`src/rtl/occupancy_grid_updater_pkg.sv`:
```
// Shared types and default log-odds constants for the occupancy grid updater.
package occupancy_pkg;

  typedef enum logic [1:0] {
    NORMAL,
    DRAIN,
    CLEAR
  } updater_state_t;

  localparam int unsigned DEF_X_W = 8;
  localparam int unsigned DEF_Y_W = 8;

  // Request record for the default map geometry; map address is {y, x}.
  typedef struct packed {
    logic               free;
    logic [DEF_Y_W-1:0] y;
    logic [DEF_X_W-1:0] x;
  } occ_req_t;

  localparam int L_OCC_DEFAULT  = 7;
  localparam int L_FREE_DEFAULT = -3;
  localparam int L_MAX_DEFAULT  = 127;
  localparam int L_MIN_DEFAULT  = -127;

endpackage

```
`src/rtl/occupancy_grid_updater_if.sv`:
```
// Tracer-side request, status and map RAM signals of the updater.
// master is the updater's view, slave is the tracer/RAM environment's view.
interface occupancy_grid_updater_if #(
  parameter int unsigned X_W    = 8,
  parameter int unsigned Y_W    = 8,
  parameter int unsigned CELL_W = 8
);
  logic                 req_valid;
  logic                 req_free;
  logic [X_W-1:0]       req_x;
  logic [Y_W-1:0]       req_y;
  logic                 clear_req;
  logic                 busy;
  logic                 overflow;
  logic                 mem_rd_en;
  logic [X_W+Y_W-1:0]   mem_rd_addr;
  logic [CELL_W-1:0]    mem_rd_data;
  logic                 mem_wr_en;
  logic [X_W+Y_W-1:0]   mem_wr_addr;
  logic [CELL_W-1:0]    mem_wr_data;

  modport master (
    input  req_valid, req_free, req_x, req_y, clear_req, mem_rd_data,
    output busy, overflow, mem_rd_en, mem_rd_addr, mem_wr_en, mem_wr_addr, mem_wr_data
  );

  modport slave (
    output req_valid, req_free, req_x, req_y, clear_req, mem_rd_data,
    input  busy, overflow, mem_rd_en, mem_rd_addr, mem_wr_en, mem_wr_addr, mem_wr_data
  );
endinterface

```
`src/rtl/occupancy_grid_updater_req_fifo.sv`:
```
// Show-ahead request FIFO with a flush that still accepts a same-cycle push.
module occupancy_req_fifo #(
  parameter int unsigned WIDTH = 17,
  parameter int unsigned DEPTH = 4
) (
  input  logic             clock,
  input  logic             reset,
  input  logic             push,
  input  logic             pop,
  input  logic             flush,
  input  logic [WIDTH-1:0] din,
  output logic [WIDTH-1:0] dout,
  output logic             full,
  output logic             empty
);
  localparam int unsigned AW = $clog2(DEPTH);

  logic [WIDTH-1:0] mem [DEPTH];
  logic [AW:0]      wr_ptr, rd_ptr;
  logic [AW-1:0]    wr_idx;
  logic             do_push, do_pop;

  // After a flush the queue is empty, so a same-cycle push lands in slot 0.
  assign do_push = push & (flush | ~full);
  assign do_pop  = pop & ~empty & ~flush;
  assign wr_idx  = flush ? '0 : wr_ptr[AW-1:0];

  assign empty = (wr_ptr == rd_ptr);
  assign full  = (wr_ptr[AW] != rd_ptr[AW]) && (wr_ptr[AW-1:0] == rd_ptr[AW-1:0]);
  assign dout  = mem[rd_ptr[AW-1:0]];

  always_ff @(posedge clock or negedge reset) begin
    if (!reset) begin
      wr_ptr <= '0;
      rd_ptr <= '0;
    end else if (flush) begin
      rd_ptr <= '0;
      wr_ptr <= do_push ? (AW+1)'(1) : '0;
    end else begin
      if (do_push) wr_ptr <= wr_ptr + (AW+1)'(1);
      if (do_pop)  rd_ptr <= rd_ptr + (AW+1)'(1);
    end
  end

  always_ff @(posedge clock) begin
    if (do_push) mem[wr_idx] <= din;
  end
endmodule

```
`src/rtl/occupancy_grid_updater.sv`:
```
// Saturating log-odds read-modify-write of the map RAM, fed by the ray tracer,
// with a whole-map clear sweep.
module occupancy_grid_updater
  import occupancy_pkg::*;
#(
  parameter int unsigned X_W        = 8,
  parameter int unsigned Y_W        = 8,
  parameter int unsigned CELL_W     = 8,
  parameter int          L_OCC      = L_OCC_DEFAULT,
  parameter int          L_FREE     = L_FREE_DEFAULT,
  parameter int          L_MAX      = L_MAX_DEFAULT,
  parameter int          L_MIN      = L_MIN_DEFAULT,
  parameter int unsigned FIFO_DEPTH = 4
) (
  input  logic clock,
  input  logic reset,
  occupancy_grid_updater_if.master bus
);
  localparam int unsigned A_W   = X_W + Y_W;
  localparam int unsigned REQ_W = 1 + A_W;
  localparam logic [A_W-1:0]         LAST_ADDR = '1;
  localparam logic signed [CELL_W:0] INC_OCC   = (CELL_W+1)'(L_OCC);
  localparam logic signed [CELL_W:0] INC_FREE  = (CELL_W+1)'(L_FREE);
  localparam logic signed [CELL_W:0] SAT_MAX   = (CELL_W+1)'(L_MAX);
  localparam logic signed [CELL_W:0] SAT_MIN   = (CELL_W+1)'(L_MIN);

  updater_state_t state, state_next;

  logic              clear_start, drop;
  logic              fifo_pop, fifo_full, fifo_empty;
  logic [REQ_W-1:0]  head;
  logic              s1_valid, s1_free;
  logic [A_W-1:0]    s1_addr;
  logic              fwd_valid;
  logic [A_W-1:0]    fwd_addr;
  logic [CELL_W-1:0] fwd_data;
  logic [A_W-1:0]    clr_addr;
  logic              overflow_q;
  logic [CELL_W-1:0] old_val, new_val;
  logic signed [CELL_W:0] sum;

  assign clear_start = bus.clear_req && (state == NORMAL);
  assign drop        = bus.req_valid && fifo_full && !clear_start;
  assign fifo_pop    = (state == NORMAL) && !clear_start && !fifo_empty;

  occupancy_req_fifo #(
    .WIDTH (REQ_W),
    .DEPTH (FIFO_DEPTH)
  ) u_req_fifo (
    .clock (clock),
    .reset (reset),
    .push  (bus.req_valid),
    .pop   (fifo_pop),
    .flush (clear_start),
    .din   ({bus.req_free, bus.req_y, bus.req_x}),
    .dout  (head),
    .full  (fifo_full),
    .empty (fifo_empty)
  );

  // The RAM returns pre-write data when stage 2 rewrites the cell being read.
  always_comb begin
    old_val = bus.mem_rd_data;
    if (fwd_valid && (fwd_addr == s1_addr)) old_val = fwd_data;
    sum = $signed({old_val[CELL_W-1], old_val}) + (s1_free ? INC_FREE : INC_OCC);
    if (sum > SAT_MAX)      new_val = SAT_MAX[CELL_W-1:0];
    else if (sum < SAT_MIN) new_val = SAT_MIN[CELL_W-1:0];
    else                    new_val = sum[CELL_W-1:0];
  end

  always_comb begin
    state_next      = state;
    bus.mem_rd_en   = 1'b0;
    bus.mem_rd_addr = '0;
    bus.mem_wr_en   = 1'b0;
    bus.mem_wr_addr = '0;
    bus.mem_wr_data = '0;
    unique case (state)
      NORMAL: if (bus.clear_req) state_next = DRAIN;
      DRAIN:  if (!s1_valid) state_next = CLEAR;
      CLEAR:  if (clr_addr == LAST_ADDR) state_next = NORMAL;
      default: state_next = NORMAL;
    endcase
    if (fifo_pop) begin
      bus.mem_rd_en   = 1'b1;
      bus.mem_rd_addr = head[A_W-1:0];
    end
    if (state == CLEAR) begin
      bus.mem_wr_en   = 1'b1;
      bus.mem_wr_addr = clr_addr;
    end else if (s1_valid) begin
      bus.mem_wr_en   = 1'b1;
      bus.mem_wr_addr = s1_addr;
      bus.mem_wr_data = new_val;
    end
  end

  always_ff @(posedge clock or negedge reset) begin
    if (!reset) begin
      state      <= NORMAL;
      s1_valid   <= 1'b0;
      s1_free    <= 1'b0;
      s1_addr    <= '0;
      fwd_valid  <= 1'b0;
      fwd_addr   <= '0;
      fwd_data   <= '0;
      clr_addr   <= '0;
      overflow_q <= 1'b0;
    end else begin
      state    <= state_next;
      s1_valid <= fifo_pop;
      if (fifo_pop) begin
        s1_addr <= head[A_W-1:0];
        s1_free <= head[REQ_W-1];
      end
      fwd_valid <= s1_valid;
      if (s1_valid) begin
        fwd_addr <= s1_addr;
        fwd_data <= new_val;
      end
      if (state == CLEAR) clr_addr <= clr_addr + A_W'(1);
      if (clear_start)  overflow_q <= 1'b0;
      else if (drop)    overflow_q <= 1'b1;
    end
  end

  assign bus.busy     = !fifo_empty || s1_valid || (state != NORMAL);
  assign bus.overflow = overflow_q;
endmodule

```
`src/flat_wrapper.sv`:
```
// flat-port wrapper written by rule: the top's interface ports become plain ports
module occupancy_grid_updater_flat import occupancy_pkg::*;
#(
  parameter int unsigned X_W        = 8,
  parameter int unsigned Y_W        = 8,
  parameter int unsigned CELL_W     = 8,
  parameter int          L_OCC      = L_OCC_DEFAULT,
  parameter int          L_FREE     = L_FREE_DEFAULT,
  parameter int          L_MAX      = L_MAX_DEFAULT,
  parameter int          L_MIN      = L_MIN_DEFAULT,
  parameter int unsigned FIFO_DEPTH = 4
)
  (clock, reset, bus_req_valid, bus_req_free, bus_req_x, bus_req_y, bus_clear_req, bus_mem_rd_data, bus_busy, bus_overflow, bus_mem_rd_en, bus_mem_rd_addr, bus_mem_wr_en, bus_mem_wr_addr, bus_mem_wr_data);
  occupancy_grid_updater_if #(.X_W(X_W), .Y_W(Y_W), .CELL_W(CELL_W)) bus_i ();
  input  logic clock;
  input  logic reset;
  input wire logic [$bits(bus_i.req_valid)-1:0] bus_req_valid;
  input wire logic [$bits(bus_i.req_free)-1:0] bus_req_free;
  input wire logic [$bits(bus_i.req_x)-1:0] bus_req_x;
  input wire logic [$bits(bus_i.req_y)-1:0] bus_req_y;
  input wire logic [$bits(bus_i.clear_req)-1:0] bus_clear_req;
  input wire logic [$bits(bus_i.mem_rd_data)-1:0] bus_mem_rd_data;
  output wire logic [$bits(bus_i.busy)-1:0] bus_busy;
  output wire logic [$bits(bus_i.overflow)-1:0] bus_overflow;
  output wire logic [$bits(bus_i.mem_rd_en)-1:0] bus_mem_rd_en;
  output wire logic [$bits(bus_i.mem_rd_addr)-1:0] bus_mem_rd_addr;
  output wire logic [$bits(bus_i.mem_wr_en)-1:0] bus_mem_wr_en;
  output wire logic [$bits(bus_i.mem_wr_addr)-1:0] bus_mem_wr_addr;
  output wire logic [$bits(bus_i.mem_wr_data)-1:0] bus_mem_wr_data;
  assign bus_i.req_valid = bus_req_valid;
  assign bus_i.req_free = bus_req_free;
  assign bus_i.req_x = bus_req_x;
  assign bus_i.req_y = bus_req_y;
  assign bus_i.clear_req = bus_clear_req;
  assign bus_i.mem_rd_data = bus_mem_rd_data;
  assign bus_busy = bus_i.busy;
  assign bus_overflow = bus_i.overflow;
  assign bus_mem_rd_en = bus_i.mem_rd_en;
  assign bus_mem_rd_addr = bus_i.mem_rd_addr;
  assign bus_mem_wr_en = bus_i.mem_wr_en;
  assign bus_mem_wr_addr = bus_i.mem_wr_addr;
  assign bus_mem_wr_data = bus_i.mem_wr_data;
  occupancy_grid_updater #(.X_W(X_W), .Y_W(Y_W), .CELL_W(CELL_W), .L_OCC(L_OCC), .L_FREE(L_FREE), .L_MAX(L_MAX), .L_MIN(L_MIN), .FIFO_DEPTH(FIFO_DEPTH)) u_core (.clock(clock), .reset(reset), .bus(bus_i));
endmodule
```
`config.mk`:
```
export PLATFORM = sky130hd
export DESIGN_NAME = occupancy_grid_updater_flat
export DESIGN_NICKNAME = d
export VERILOG_FILES = /design/src/rtl/occupancy_grid_updater_pkg.sv /design/src/rtl/occupancy_grid_updater_if.sv /design/src/rtl/occupancy_grid_updater_req_fifo.sv /design/src/rtl/occupancy_grid_updater.sv /design/src/flat_wrapper.sv
export SDC_FILE = /design/constraint.sdc
export NUM_CORES = 1
export LEC_CHECK = 0
export ABC_CLOCK_PERIOD_IN_PS = 9450
export CAP_MARGIN = 30
export CORE_MARGIN = 1.5
export CORE_UTILIZATION = 60
export CTS_BUF_LIST = sky130_fd_sc_hd__clkbuf_2
export DETAILED_ROUTE_END_ITERATION = 12
export GPL_TIMING_DRIVEN = 0
export PLACE_DENSITY = 0.92
export SLEW_MARGIN = 25
export SYNTH_ARGS = -nofsm -noshare
export SYNTH_HDL_FRONTEND = slang
export SYNTH_SLANG_ARGS = --single-unit
```
`constraint.sdc`:
```
create_clock -name clock -period 9.45 [get_ports clock]
set_clock_uncertainty 0.05 [all_clocks]
set_input_delay 1.89 -clock clock [delete_from_list [all_inputs] [get_ports clock]]
set_output_delay 1.89 -clock clock [all_outputs]
set_load 0.01 [all_outputs]
```
# [After elaboration in Yosys (flattened, before gate mapping)]
# Memory sizes are Yosys's and may differ from the RTL's.
# Index checks and enable logic that the tools add are counted.
# W data, S select, Z words.
[word_totals] ram_bits=68 word_cells=78 mem_count=1 reg_bits=68 out_inout_bits=44 inputBits=29
[memory_table] name="u_core.u_req_fifo.mem" words=4 word_bits=17 read_ports=1 rd_clocked_by_memory_dff=0 write_ports=1 line_no="occupancy_grid_updater_req_fifo.sv:18" source="logic [WIDTH-1:0] mem [DEPTH];"
[classes] reduce_logical=17 n_mux=26 eq_ne=10 n_bitwise=7 order_cmp=2 addsub=4
[ops] operator="$mux W16" n=3
[ops] operator="$mux W8" n=5
[ops] operator="$add A16 B1 Y16 const B" n=1
[ops] operator="$eq A16 B16 Y1" n=1
[ops] operator="$eq A16 B16 Y1 const B" n=1
[ops] operator="$mux W3" n=4
[ops] operator="$add A8 B9 Y9" n=1
[ops] operator="$gt A9 B8 Y1 const B" n=1
[ops] operator="$lt A9 B8 Y1 const B" n=1
[ops] operator="$mux W9" n=1
[ops] operator="$mux W1" n=8
[ops] operator="$mux W2" n=4
[ops] operator="$reduce_bool A2 Y1" n=4
[ops] operator="$logic_and A1 B1 Y1" n=7
[ops] operator="$add A3 B1 Y3 const B" n=2
[ops] operator="$pmux W2 S3" n=1
[ops] operator="$ne A2 B2 Y1 const B" n=2
[ops] operator="$and A1 B1 Y1" n=3
[ops] operator="$eq A3 B3 Y1" n=1
[ops] operator="$not A1 Y1" n=3
[ops] operator="$reduce_and A3 Y1" n=1
[ops] operator="$eq A2 B1 Y1 const B" n=1
[ops] operator="$eq A2 B2 Y1" n=1
[ops] operator="$eq A2 B2 Y1 const B" n=1
[ops] operator="other kinds (6)" n=8

# [Logic depth before layout (Yosys ltp)]
[depth] ltp_word=9 ltp_mapped=18 ltp_nobuf=17

# [Hierarchy]
# From an unflattened synthesis, not the netlist that was laid out.
[hier_totals] hier_cells=528 area_unflattened_um2=6602.6
[modules_own_cells] module="occupancy_grid_updater" area_per_inst_um2=3560.9 cells_per_inst=375 instances=1
[modules_own_cells] module="occupancy_req_fifo" area_per_inst_um2=3041.7 cells_per_inst=153 instances=1

# [Worst setup path before layout]
# OpenSTA, ideal clock, no wires.
[synth_timing] path_kind="input-to-output" start="in bus_mem_rd_data[3]" end="out bus_mem_wr_data[0]" stages=12 slack_ps=3122 arrival_time_ps=4388 n_path_buf=2 required_ps=7510 path_cell_list="mux2_2 > ha_1 > or2_0 > buf_1 > a211oi_1 > a31oi_4 > nor4b_4 > o41a_1 > buf_6 > a311o_1 > a21oi_1 > nor2_1"
[synth_between] elab_chain_len=7 word_cells_on_any_way=8 cone_classes="add/sub: 1; order compare: 2; mux: 5"
[synth_rtl] item="start: declaration" line_no="flat_wrapper.sv:22" source="input wire logic [$bits(bus_i.mem_rd_data)-1:0] bus_mem_rd_data;"
[synth_rtl] item="$mux W8 *" line_no="occupancy_grid_updater.sv:64" source="if (fwd_valid && (fwd_addr == s1_addr)) old_val = fwd_data;"
[synth_rtl] item="$add A8 B9 Y9 *" line_no="occupancy_grid_updater.sv:65" source="sum = $signed({old_val[CELL_W-1], old_val}) + (s1_free ? INC_FREE : INC_OCC);"
[synth_rtl] item="$lt A9 B8 Y1" line_no="occupancy_grid_updater.sv:67" source="else if (sum < SAT_MIN) new_val = SAT_MIN[CELL_W-1:0];"
[synth_rtl] item="$mux W8" line_no="occupancy_grid_updater.sv:67"
[synth_rtl] item="$mux W8 *" line_no="occupancy_grid_updater.sv:66" source="if (sum > SAT_MAX) new_val = SAT_MAX[CELL_W-1:0];"
[synth_rtl] item="$mux W8 *" line_no="occupancy_grid_updater.sv:91" source="end else if (s1_valid) begin"
[synth_rtl] item="$mux W8 *" line_no="occupancy_grid_updater.sv:88" source="if (state == CLEAR) begin"
[synth_rtl] item="end: declaration" line_no="flat_wrapper.sv:29" source="output wire logic [$bits(bus_i.mem_wr_data)-1:0] bus_mem_wr_data;"
# Every way passes the cells marked *; elsewhere a longest branch is shown, timed or not.

# [Worst setup path in the final report]
[layout_timing] start="reg u_core.s1_addr[0]" end="out bus_mem_wr_data[6]"
[layout_between] elab_chain_len=9 word_cells_on_any_way=10 cone_classes="add/sub: 1; order compare: 2; eq/ne: 1; mux: 5; reduce/logical: 1"
[layout_rtl] item="start: declaration" line_no="occupancy_grid_updater.sv:33" source="logic [A_W-1:0] s1_addr;"
[layout_rtl] item="start signal: assignment" line_no="occupancy_grid_updater.sv:113" source="s1_addr <= head[A_W-1:0];"
[layout_rtl] item="$eq A16 B16 Y1 *" line_no="occupancy_grid_updater.sv:64"
[layout_rtl] item="$logic_and A1 B1 Y1 *" line_no="occupancy_grid_updater.sv:64"
[layout_rtl] item="$mux W8 *" line_no="occupancy_grid_updater.sv:64"
[layout_rtl] item="$add A8 B9 Y9 *" line_no="occupancy_grid_updater.sv:65"
[layout_rtl] item="$lt A9 B8 Y1" line_no="occupancy_grid_updater.sv:67"
[layout_rtl] item="$mux W8" line_no="occupancy_grid_updater.sv:67"
[layout_rtl] item="$mux W8 *" line_no="occupancy_grid_updater.sv:66"
[layout_rtl] item="$mux W8 *" line_no="occupancy_grid_updater.sv:91"
[layout_rtl] item="$mux W8 *" line_no="occupancy_grid_updater.sv:88"
# Marked as above.

==> results.yml <==
status:
  status: "completed"
route:
  post_drt_wl_per_cell_um: 18.2
  wirelength_met1_mm: 5.68
  drc_errors: 0
  drtIter0Drc: 367
  antenna_left: 0
  dr.pass1.iters: 5
  wirelength_mm: 14.4
  vias: 4634
  via_per_inst: 5.86
  topRoutingLayerUsed: "met4"
  wl_met2_mm: 7.38
  dr_wl_met3_um: 887
final_layout:
  final_cell_mix: "clkdlybuf4s50_1, dfrtp_1, edfxtp_1"
  drive_gt1_frac: 0.136
  final_nets: 682
  final_common_cell: "clkdlybuf4s50_1"
  insertedDiodeCount: 0
  syn_to_final_growth_pct: 19.0
critical_path:
  worstPathRequired_ps: 7510
  critPathLaunchType: "flop"
  reg2reg_slack_ps: 4670
  max_stage_delay_ps: 760
  crit_chain: "xor2_1 -> nor4_2 -> nand3_2 -> nor2_4 -> buf_8 -> mux2_2 -> ha_1 -> or2_0 -> buf_1 -> a211oi_1 -> a31oi_4 -> nor4b_4 -> o41ai_1 -> a21oi_1 -> a21oi_1 -> nor2_1 -> clkdlybuf4s50_1"
  regToRegStartpoint: "u_core.s1_addr[0]$_DFFE_PN0P_"
  cp.arrival_ps: 5790
  cp_common_cell: "a21oi_1"
  critPathCaptureType: "output port"
  rr_endpoint: "u_core.fwd_data[6]$_DFFE_PN0P_"
  worstPathMaxFanout: 10
  reg2regPathDepth: 16
  path_class: "reg2out"
  slowest_stage: "o41ai_1"
clock_network:
  numCtsBuffers: 17
  clockBufferDepth: 2
  clk_pin_slew_ps: 250
  root_buffer: "clkbuf_2"
  cts_setup_buffers: 0
  cts_tree: "done"
  clk_latency_ps: 730
  cts_sinks: 136
  cts_resized: 0
  htreeDepth: 4
  hold_buffers: 0
logic_synthesis:
  synth_fp_nets: 583
  yosysSeqAreaShare: 0.571
  yosys.area_share.xor_xnor: 0.0548
  synth_mux_area_frac: 0.0861
  yosys.area_share.simple: 0.133
  synthCells: 543
  synth_edf_count: 68
  synth_compound_area_frac: 0.0891
  synth_warnings: 0
  synthArstFlopShare: 0.500
  synth_fa_ha_area_frac: 0.0302
  synthesis.area_um2: 6560
  syn_avg_cell_area_um2: 12.1
  ys_ff_latch: 136
  ys.flop_type: "edfxtp_1"
  ys_types: 56
  synth_top_family_by_area: "simple AND/OR/NAND/NOR gates"
floorplan:
  initial_utilization: 0.627
  fp.coreArea_um2: 10500
  die_area_um2: 11600
  die_h_um: 108
  die_w_um: 108
  boundaryPins: 73
  rows: 37
timing:
  fin_tns_setup_ps: 0
  period_share: 0.818
  slew_viol_final: 0
  hold_viol_final: 0
  slew_headroom: 0.455
  fin_crit_ps: 7730
  rsz0062_at_grt: "false"
  worst_pin_slew_ps: 809
  finalSetupViolCount: 0
  fmax_mhz: 129
hold_path:
  hold_depth: 0
  min_from: "u_core.s1_valid$_DFF_PN0_"
  holdCritPathClass: "reg2reg"
  hold_path_end: "u_core.fwd_valid$_DFF_PN0_"
power:
  finalPower_mw: 2.37
  peakVddDrop_mv: 0.163
  leakage_nw: 3.13
  power_density_nw_per_um2: 304
grt:
  antenna_found_initial: 0
  grt_pass1_vias: 4713
  grt_max_degree: 58
  grt_pass1_wl_mm: 23.4
  grt_util_all_layers: 0.270
  grt_overflow: 0
placement:
  place_hpwl_mm: 10.8
  place.gp.congestion: 0.935
  portBuffers: 72
run:
  drv_cap: 0
-- worst max-delay path by stage --
stage,cells after the start,start,to
finish,17,u_core.s1_addr[0]$_DFFE_PN0P_,bus_mem_wr_data[6]
global route,17,u_core.s1_addr[0]$_DFFE_PN0P_,bus_mem_wr_data[2]
CTS,17,u_core.s1_addr[0]$_DFFE_PN0P_,bus_mem_wr_data[6]
detailed placement,13,bus_mem_rd_data[3],bus_mem_wr_data[6]
global placement,13,bus_mem_rd_data[3],bus_mem_wr_data[6]
floorplan,12,bus_mem_rd_data[3],bus_mem_wr_data[0]
-- kinds of logic after synthesis --
logic type | count (synthesis)
muxes | 33
xor gates and xnor gates | 41
and+or+nand+nor | 171
buffers and inverters | 56
AOI/OAI and AO/OA | 90
DFF | 136
adders and majority gates | 16
-- area by class of cell --
cell class	instances	area, um2
Sequential cell	136	3740
Fill cell	681	2660
Multi-Input combinational cell	351	2590
Timing Repair Buffer	80	818
Tap cell	136	170
Clock inverter	15	158
Buffer	25	116
Inverter	31	116
Clock buffer	17	85.1
-- metrics by stage --
step                std cells  instance area, um2  hold slack [ps]  utilization  worst slack (ps)
global route              791                7800              476        0.746              1400
finish                    791                7800              454        0.746              1720
CTS                       791                7800              455        0.746              1770
global placement          751                7450              369        0.712              1980
floorplan                 543                6560              356            -              3120
detailed placement        759                7560              376        0.723              2000
-- state kept, by name, summed over array words and instances, names as in the netlist --
signal / count
u_core.bus.overflow: 1
u_core.clr_addr: 16
u_core.fwd_addr: 16
u_core.fwd_data: 8
u_core.fwd_valid: 1
u_core.s1_addr: 16
u_core.s1_free: 1
u_core.s1_valid: 1
u_core.state: 2
u_core.u_req_fifo.mem: 68
u_core.u_req_fifo.rd_ptr: 3
u_core.u_req_fifo.wr_ptr: 3
-- layer usage --
layer | track usage | up-vias
met1 | 0.325 | 2256
met5 | 0 | -
met3 | 0.0630 | 33
met2 | 0.463 | 186
li1 | - | 2159
met4 | 0.119 | 0
-- report_power, final --
part | switching [mW] | internal (mW) | leakage (nW)
clock | 0.244 | 0.108 | 0.148
sequential | 0.125 | 0.793 | 1.49
combinational | 0.599 | 0.499 | 1.50
-- synth_stat cells, drive strengths merged, types with 6 or more instances --
cell type / count / area (um2)
nand4: 6 / 37.5
o21ai: 34 / 170
xor2: 26 / 228
nand2b: 7 / 43.8
nor2: 31 / 124
a21oi: 15 / 75.1
mux4: 17 / 383
xnor2: 15 / 131
a21o: 17 / 128
mux2: 11 / 131
ha: 10 / 125
nand2: 63 / 236
nor3: 12 / 65.1
clkbuf: 15 / 56.3
nand3: 13 / 75.1
and3: 6 / 37.5
inv: 31 / 116
buf: 10 / 60.1
nor2b: 20 / 125
dfrtp: 68 / 1700
edfxtp: 68 / 2040
-- critical path: cells and delay by family (launching register included) --
kind	cells	cell delay (ps)
AO/OA/AOI/OAI	5	1570
XOR/XNOR	1	200
adder cells (fa/ha/maj)	1	350
buffers and inverters	3	800
flip-flops	1	510
multiplexers	1	360
AND/OR/NAND/NOR	6	1250
Power figures use the tool's default switching activity.
